## src/rtl/mcac_pkg.sv

```systemverilog
// Shared constants and types for the multi-channel ADPCM codec datapath.
// Intermediates are 17-bit signed so that |fa| + |ua| fits without wrap.
package mcac_pkg;

  localparam int CHAN_W = 5;
  localparam int COEF_W = 16;
  localparam int INT_W  = 17;

  typedef logic signed [INT_W-1:0] int17_t;

  localparam int17_t A1_LIM   = 17'sd8191;
  localparam int17_t FA_MAX   = 17'sd32764;
  localparam int17_t UGA2_MAG = 17'sd16384;

  // Sign-extend a coefficient into the intermediate width.
  function automatic int17_t sext_coef(input logic [COEF_W-1:0] v);
    return $signed({v[COEF_W-1], v});
  endfunction

endpackage

```

## src/rtl/upa2_fa.sv

```systemverilog
// Combinational a1 -> fa clamp: fa = 4*a1, saturated to +/-FA_MAX outside +/-A1_LIM.
// Shared with the UPA1 stage.
module upa2_fa
  import mcac_pkg::*;
(
  input  logic [COEF_W-1:0] i_a1,
  output int17_t            o_fa
);

  int17_t w_a1;

  // Clamp before the shift so the product never exceeds the intermediate range.
  always_comb begin
    w_a1 = sext_coef(i_a1);
    if (w_a1 > A1_LIM) begin
      o_fa = FA_MAX;
    end else if (w_a1 < -A1_LIM) begin
      o_fa = -FA_MAX;
    end else begin
      o_fa = w_a1 <<< 2;
    end
  end

endmodule

```

## src/rtl/upa2.sv

```systemverilog
// Three-stage pipelined G.726 UPA2 update (unlimited a2t) with a global stall
// driven by the output handshake; results carry their channel tag in order.
module upa2 #(
  parameter int CHAN_W = mcac_pkg::CHAN_W,
  parameter int COEF_W = mcac_pkg::COEF_W
) (
  input  logic              clk,
  input  logic              reset,
  input  logic              scan_in0,
  input  logic              scan_in1,
  input  logic              scan_in2,
  input  logic              scan_in3,
  input  logic              scan_in4,
  input  logic              scan_enable,
  input  logic              test_mode,
  output logic              scan_out0,
  output logic              scan_out1,
  output logic              scan_out2,
  output logic              scan_out3,
  output logic              scan_out4,
  input  logic              in_valid,
  output logic              in_ready,
  input  logic [CHAN_W-1:0] in_chan,
  input  logic              pk0,
  input  logic              pk1,
  input  logic              pk2,
  input  logic              sigpk,
  input  logic [COEF_W-1:0] a1,
  input  logic [COEF_W-1:0] a2,
  output logic              out_valid,
  input  logic              out_ready,
  output logic [CHAN_W-1:0] out_chan,
  output logic [COEF_W-1:0] a2t
);

  logic                w_en;
  mcac_pkg::int17_t    w_fa;

  logic                r_s1_valid;
  logic [CHAN_W-1:0]   r_s1_chan;
  logic                r_s1_pks1;
  logic                r_s1_pks2;
  logic                r_s1_sigpk;
  mcac_pkg::int17_t    r_s1_fa;
  logic [COEF_W-1:0]   r_s1_a2;

  mcac_pkg::int17_t    w_ua;
  mcac_pkg::int17_t    w_sfa;
  mcac_pkg::int17_t    w_t;
  mcac_pkg::int17_t    w_uga2;
  mcac_pkg::int17_t    w_ula2;

  logic                r_s2_valid;
  logic [CHAN_W-1:0]   r_s2_chan;
  mcac_pkg::int17_t    r_s2_uga2;
  mcac_pkg::int17_t    r_s2_ula2;
  logic [COEF_W-1:0]   r_s2_a2;

  mcac_pkg::int17_t    w_sum;

  logic                r_s3_valid;
  logic [CHAN_W-1:0]   r_out_chan;
  logic [COEF_W-1:0]   r_a2t;
  logic [4:0]          r_scan;

  // Whole pipeline advances together; bubbles are held, never collapsed.
  assign w_en     = !r_s3_valid || out_ready;
  assign in_ready = w_en;

  upa2_fa u_fa (
    .i_a1 (a1),
    .o_fa (w_fa)
  );

  // Stage 1: capture inputs, sign products and clamped fa.
  always_ff @(posedge clk or negedge reset) begin
    if (!reset) begin
      r_s1_valid <= 1'b0;
      r_s1_chan  <= '0;
      r_s1_pks1  <= 1'b0;
      r_s1_pks2  <= 1'b0;
      r_s1_sigpk <= 1'b0;
      r_s1_fa    <= '0;
      r_s1_a2    <= '0;
    end else if (w_en) begin
      r_s1_valid <= in_valid;
      r_s1_chan  <= in_chan;
      r_s1_pks1  <= pk0 ^ pk1;
      r_s1_pks2  <= pk0 ^ pk2;
      r_s1_sigpk <= sigpk;
      r_s1_fa    <= w_fa;
      r_s1_a2    <= a2;
    end else begin
      r_s1_valid <= r_s1_valid;
    end
  end

  // Gain term t = ua -/+ fa, then the two leakage/update increments.
  always_comb begin
    if (r_s1_pks2) begin
      w_ua = -mcac_pkg::UGA2_MAG;
    end else begin
      w_ua = mcac_pkg::UGA2_MAG;
    end
    if (r_s1_pks1) begin
      w_sfa = -r_s1_fa;
    end else begin
      w_sfa = r_s1_fa;
    end
    w_t = w_ua - w_sfa;
    if (r_s1_sigpk) begin
      w_uga2 = 17'sd0;
    end else begin
      w_uga2 = w_t >>> 7;
    end
    w_ula2 = -(mcac_pkg::sext_coef(r_s1_a2) >>> 7);
  end

  // Stage 2: register increments alongside the old a2 and tag.
  always_ff @(posedge clk or negedge reset) begin
    if (!reset) begin
      r_s2_valid <= 1'b0;
      r_s2_chan  <= '0;
      r_s2_uga2  <= '0;
      r_s2_ula2  <= '0;
      r_s2_a2    <= '0;
    end else if (w_en) begin
      r_s2_valid <= r_s1_valid;
      r_s2_chan  <= r_s1_chan;
      r_s2_uga2  <= w_uga2;
      r_s2_ula2  <= w_ula2;
      r_s2_a2    <= r_s1_a2;
    end else begin
      r_s2_valid <= r_s2_valid;
    end
  end

  // Wrapping sum; LIMC downstream does the limiting.
  always_comb begin
    w_sum = mcac_pkg::sext_coef(r_s2_a2) + r_s2_uga2 + r_s2_ula2;
  end

  // Stage 3: output registers.
  always_ff @(posedge clk or negedge reset) begin
    if (!reset) begin
      r_s3_valid <= 1'b0;
      r_out_chan <= '0;
      r_a2t      <= '0;
    end else if (w_en) begin
      r_s3_valid <= r_s2_valid;
      r_out_chan <= r_s2_chan;
      r_a2t      <= w_sum[COEF_W-1:0];
    end else begin
      r_s3_valid <= r_s3_valid;
    end
  end

  // Scan outputs stay at 0 outside test-mode shifting.
  always_ff @(posedge clk or negedge reset) begin
    if (!reset) begin
      r_scan <= 5'b0;
    end else if (test_mode && scan_enable) begin
      r_scan <= {scan_in4, scan_in3, scan_in2, scan_in1, scan_in0};
    end else begin
      r_scan <= 5'b0;
    end
  end

  assign out_valid = r_s3_valid;
  assign out_chan  = r_out_chan;
  assign a2t       = r_a2t;
  assign scan_out0 = r_scan[0];
  assign scan_out1 = r_scan[1];
  assign scan_out2 = r_scan[2];
  assign scan_out3 = r_scan[3];
  assign scan_out4 = r_scan[4];

endmodule

```

## config.mk

```make
export PLATFORM = sky130hd
export DESIGN_NAME = upa2
export DESIGN_NICKNAME = d
export VERILOG_FILES = /design/src/rtl/mcac_pkg.sv /design/src/rtl/upa2_fa.sv /design/src/rtl/upa2.sv
export SDC_FILE = /design/constraint.sdc
export NUM_CORES = 1
export LEC_CHECK = 0
export BUFFER_PORTS_ARGS = -buffer_cell sky130_fd_sc_hd__buf_4
export CAP_MARGIN = 10
export CORE_ASPECT_RATIO = 1.2
export CORE_MARGIN = 8
export CORE_UTILIZATION = 60
export DETAILED_ROUTE_END_ITERATION = 7
export GPL_ROUTABILITY_DRIVEN = 0
export PLACE_DENSITY_LB_ADDON = 0.25
export SLEW_MARGIN = 0
export SYNTH_ARGS = -nofsm -noshare
export SYNTH_HDL_FRONTEND = slang
export SYNTH_HIERARCHICAL = 1
export SYNTH_SLANG_ARGS = --single-unit
```

## constraint.sdc

```tcl
create_clock -name clk -period 5.42 [get_ports clk]
set_input_delay 0.271 -clock clk [delete_from_list [all_inputs] [get_ports clk]]
set_output_delay 0.271 -clock clk [all_outputs]
set_load 0.02 [all_outputs]
```

==> impl_results.md <==
* Status: completed
* H-tree levels at 4
* Post-synth top area share at between 40% and 50%
* Via count at about 5,100
* Drt first pass iters at 5
* Hold crit path type: input port to async pin
* TritonCTS Buffers at 17
* CTS resizes at 0
* Cell leakage power at roughly 0.0037 µW
* Slew Viols, Final at 0
* Crit Path Class: register to register
* Starting Density at 61.26%
* CTS Sinks at about 120
* Pre-CTS setup slack at roughly 2.0 ns
* Post-synth ARST share at 100.0%
* Slowest CP cell: o41ai_1
* CTS tree: yes
* Synth Area per Inst at between 9 and 10 µm²
* Pint at around 3100 µW
* Post-CTS Hold Buffers at 0
* Synth-to-Final Area Change at 18.49%
* Wire per inst at approximately 16 µm
* Max Freq at 291.2 MHz
* Final WS setup at a little under 2 ns
* Number of global-route vias before repair at about 5,000
* Port buffer count at about 80
* Antenna viol nets, final at 0
* P_sw at between 2000 and 2500 µW
* Min Tclk post-route at 3.434 ns
* Vias/cell at 5.602
* WP data arrival at 3.68 ns
* WP data required at approximately 5.7 ns
* Die width at around 110 µm
* Synthesized cell area at about 6400 µm²
* Total Wirelength at ~14,000 µm
* Clock Skews at just under 0.007 ns
* First-pass GRT wire length at 23,790 µm
* CP max stage delay at 0.67 ns
* Post-synth EDFFs at 0
* Share of layout cells above drive strength 1 at between 10% and 20%
* Clock power frac at 22.7%
* Filler Cells Inserted at 774
* Largest area contributor in the synthesized netlist: dfrtp_1
* CTS Buffer Depth at 2
* Pin count of the biggest net entering global routing at 90
* Cell Chain, Critical Path: fa_1 -> ha_1 -> fa_1 -> a21oi_1 -> o211ai_1 -> o41ai_1 -> o21ai_0 -> o22ai_1 -> xnor2_1 -> a21oi_1
* All-Layer GR Usage at between 20% and 30%
* Cells after synthesis at 710
* Synthesis-stage register bit count at between 100 and 150
* Setup TNS at 0 ns
* Setup Fix Bufs, Post-CTS at 0
* Crit. End Element: register
* Synth cell types at 66
* Actual slew at the worst max-slew pin at between 0.9 and 1 ns
* Synth Warn # at 6
* Vert. Die Dim at approximately 130 µm
* Power share of the sequential group at around 29%
* Post-Layout Cell Count at between 900 and 1,000
* Unrepaired setup endpoints after global routing: no
* # rows at between 40 and 50
* Initial antenna violation count at 0
* Core region area at between 10,000 and 15,000 µm²
* Maximum vdd ir drop at about 320 µV
* Maxcap violations at 0
* First DRT Iteration DRCs at about 270
* Post-synthesis sequential area ratio at a little under half
* PwrDens at 676.9 nW/µm²
* DRC viols at 0
* Nets at 852
* Sw Ratio at between 30% and 40%
* Antenna cells at 0
* Clock transition at path regs at ~0.050 ns
* Area occupied by multi-input gates at around 3300 µm²
* CP Launch Type: register
* Sequential standard cell area at between 2000 and 3000 µm²
* Hpwl dp at slightly below 10,000 µm
* Gr ovfl total at 0
* Final setup viols at 0
* Clock latency on the worst-skew pair at between 0.4 and 0.5 ns
* Worst Path Max Fanout at 4
* Die area at roughly 14,000 µm²
* # placed instances at roughly 900
* I/O Pins at 80
* Fin. Hold Viols at 0
* Area contributors post-synth: dfrtp_1 45%, nand2_1 12%, fa_1 5.0%
* Period utilization at a little under two thirds
* Clock tree root buffer cell: clkbuf_16
* Share of power burned in combinational logic at 48.4%
* Slew Limit Headroom at approximately two fifths
* Predominant post-synthesis flop cell: dfrtp_1
[cells in the final DEF (no fill, tap or decap), types with 6 or more instances in the layout]
cell type / n
o41ai_1: 9
clkbuf_16: 17
fa_1: 16
and3_1: 6
nand3_1: 11
nand2b_1: 6
nor2_1: 50
o22ai_1: 11
clkbuf_8: 6
o21ai_0: 16
a21o_1: 13
nor3_1: 13
xor2_1: 20
buf_4: 82
a21boi_0: 9
nand2_1: 213
xnor2_1: 22
inv_1: 14
a21oi_1: 24
a22o_1: 7
o31ai_1: 6
ha_1: 17
dfrtp_1: 116
nor4_1: 7
clkinv_2: 6
[registers in the layout (all words and copies together), names as in the netlist]
register	cells
a2t	16
out_chan	5
out_valid	1
r_s1_a2	16
r_s1_chan	5
r_s1_fa	17
r_s1_pks1	1
r_s1_pks2	1
r_s1_sigpk	1
r_s1_valid	1
r_s2_a2	15
r_s2_chan	5
r_s2_uga2	10
r_s2_ula2	16
r_s2_valid	1
r_scan	5
[per-stage QoR]
step / total power [µW] / hold slack (ns) / utilization, % / cell area (µm²)
global route: 5579 / 0.05811 / 72.59 / 7634
detailed placement: 3954 / 0.4546 / 66.59 / 7003
CTS: 5175 / 0.03593 / 72.59 / 7634
floorplan: 3356 / -0.02459 / - / 6446
finish: 5167 / 0.0009130 / 72.59 / 7634
global placement: 3841 / 0.4409 / 66.59 / 7003
[synthesized netlist by cell type, drive strengths merged (7+ instances only)]
master / instances
nand2: 213
dfrtp: 116
nor2: 50
clkbuf: 27
a21oi: 24
xnor2: 22
xor2: 20
buf: 18
o21ai: 18
ha: 17
fa: 16
inv: 15
a21o: 13
nor3: 13
nand3: 11
o22ai: 11
a21boi: 9
o41ai: 9
o31ai: 8
a22o: 7
nor4: 7
[worst paths after layout]
path | from | to | slack [ns] | cells past startpoint
setup / recovery | r_s2_uga2[1] | a2t[13] | 1.99 | 10
hold / removal | reset | a2t[14] | 0.0009 | 1
setup reg to reg | r_s2_uga2[1] | a2t[13] | 1.99 | 10
hold reg to reg | a2t[2] | a2t[2] | 0.46 | 2
max in group asynchronous | reset | r_s1_a2[7] | 4.30 | 2
min in group clk | in_chan[3] | r_s1_chan[3] | 0.06 | 3
[metal layers]
metal  track usage (%)  share of wire (%)
met5                 0                  0
met4             6.051                1.5
met3             6.010                4.1
met2             37.01                 54
met1             22.20                 40
[power by group through the flow]
stage	clock (µW)	sequential, µW	combinational (µW)
floorplan	0	1500	1860
global placement	0	1480	2370
detailed placement	0	1500	2450
CTS	1180	1490	2500
global route	1230	1540	2820
finish	1170	1490	2500
[cell families (layout without fill, tap and decap cells)]
| group | count (synthesis) | in the layout | synth area share, % |
|---|---|---|---|
| flops | 116 | 116 | 45.06 |
| fa+ha+maj | 33 | 33 | 8.273 |
| xor+xnor | 42 | 42 | 5.710 |
| other cells | 1 | 2 | 0.05821 |
| compound gates | 121 | 121 | 13.71 |
| buf+inv | 60 | 129 | 4.428 |
| simple gates | 335 | 335 | 22.43 |
| mux | 2 | 2 | 0.3302 |
[layout make-up]
type	count	area share [%]
Clock buffer	23	6.655
Clock inverter	9	1.606
Inverter	15	0.7540
Multi-Input combinational cell	535	42.78
Sequential cell	116	38.03
Tap cell	129	2.114
Timing Repair Buffer	82	8.064
[critical path, delay by kind of cell, from the launching register on]
kind | cells | cell delay, ns
flops | 1 | 0.40
xor+xnor | 1 | 0.14
fa+ha+maj | 3 | 1.13
compound gates | 6 | 1.60
No activity file was read; power rests on OpenSTA's default activity.
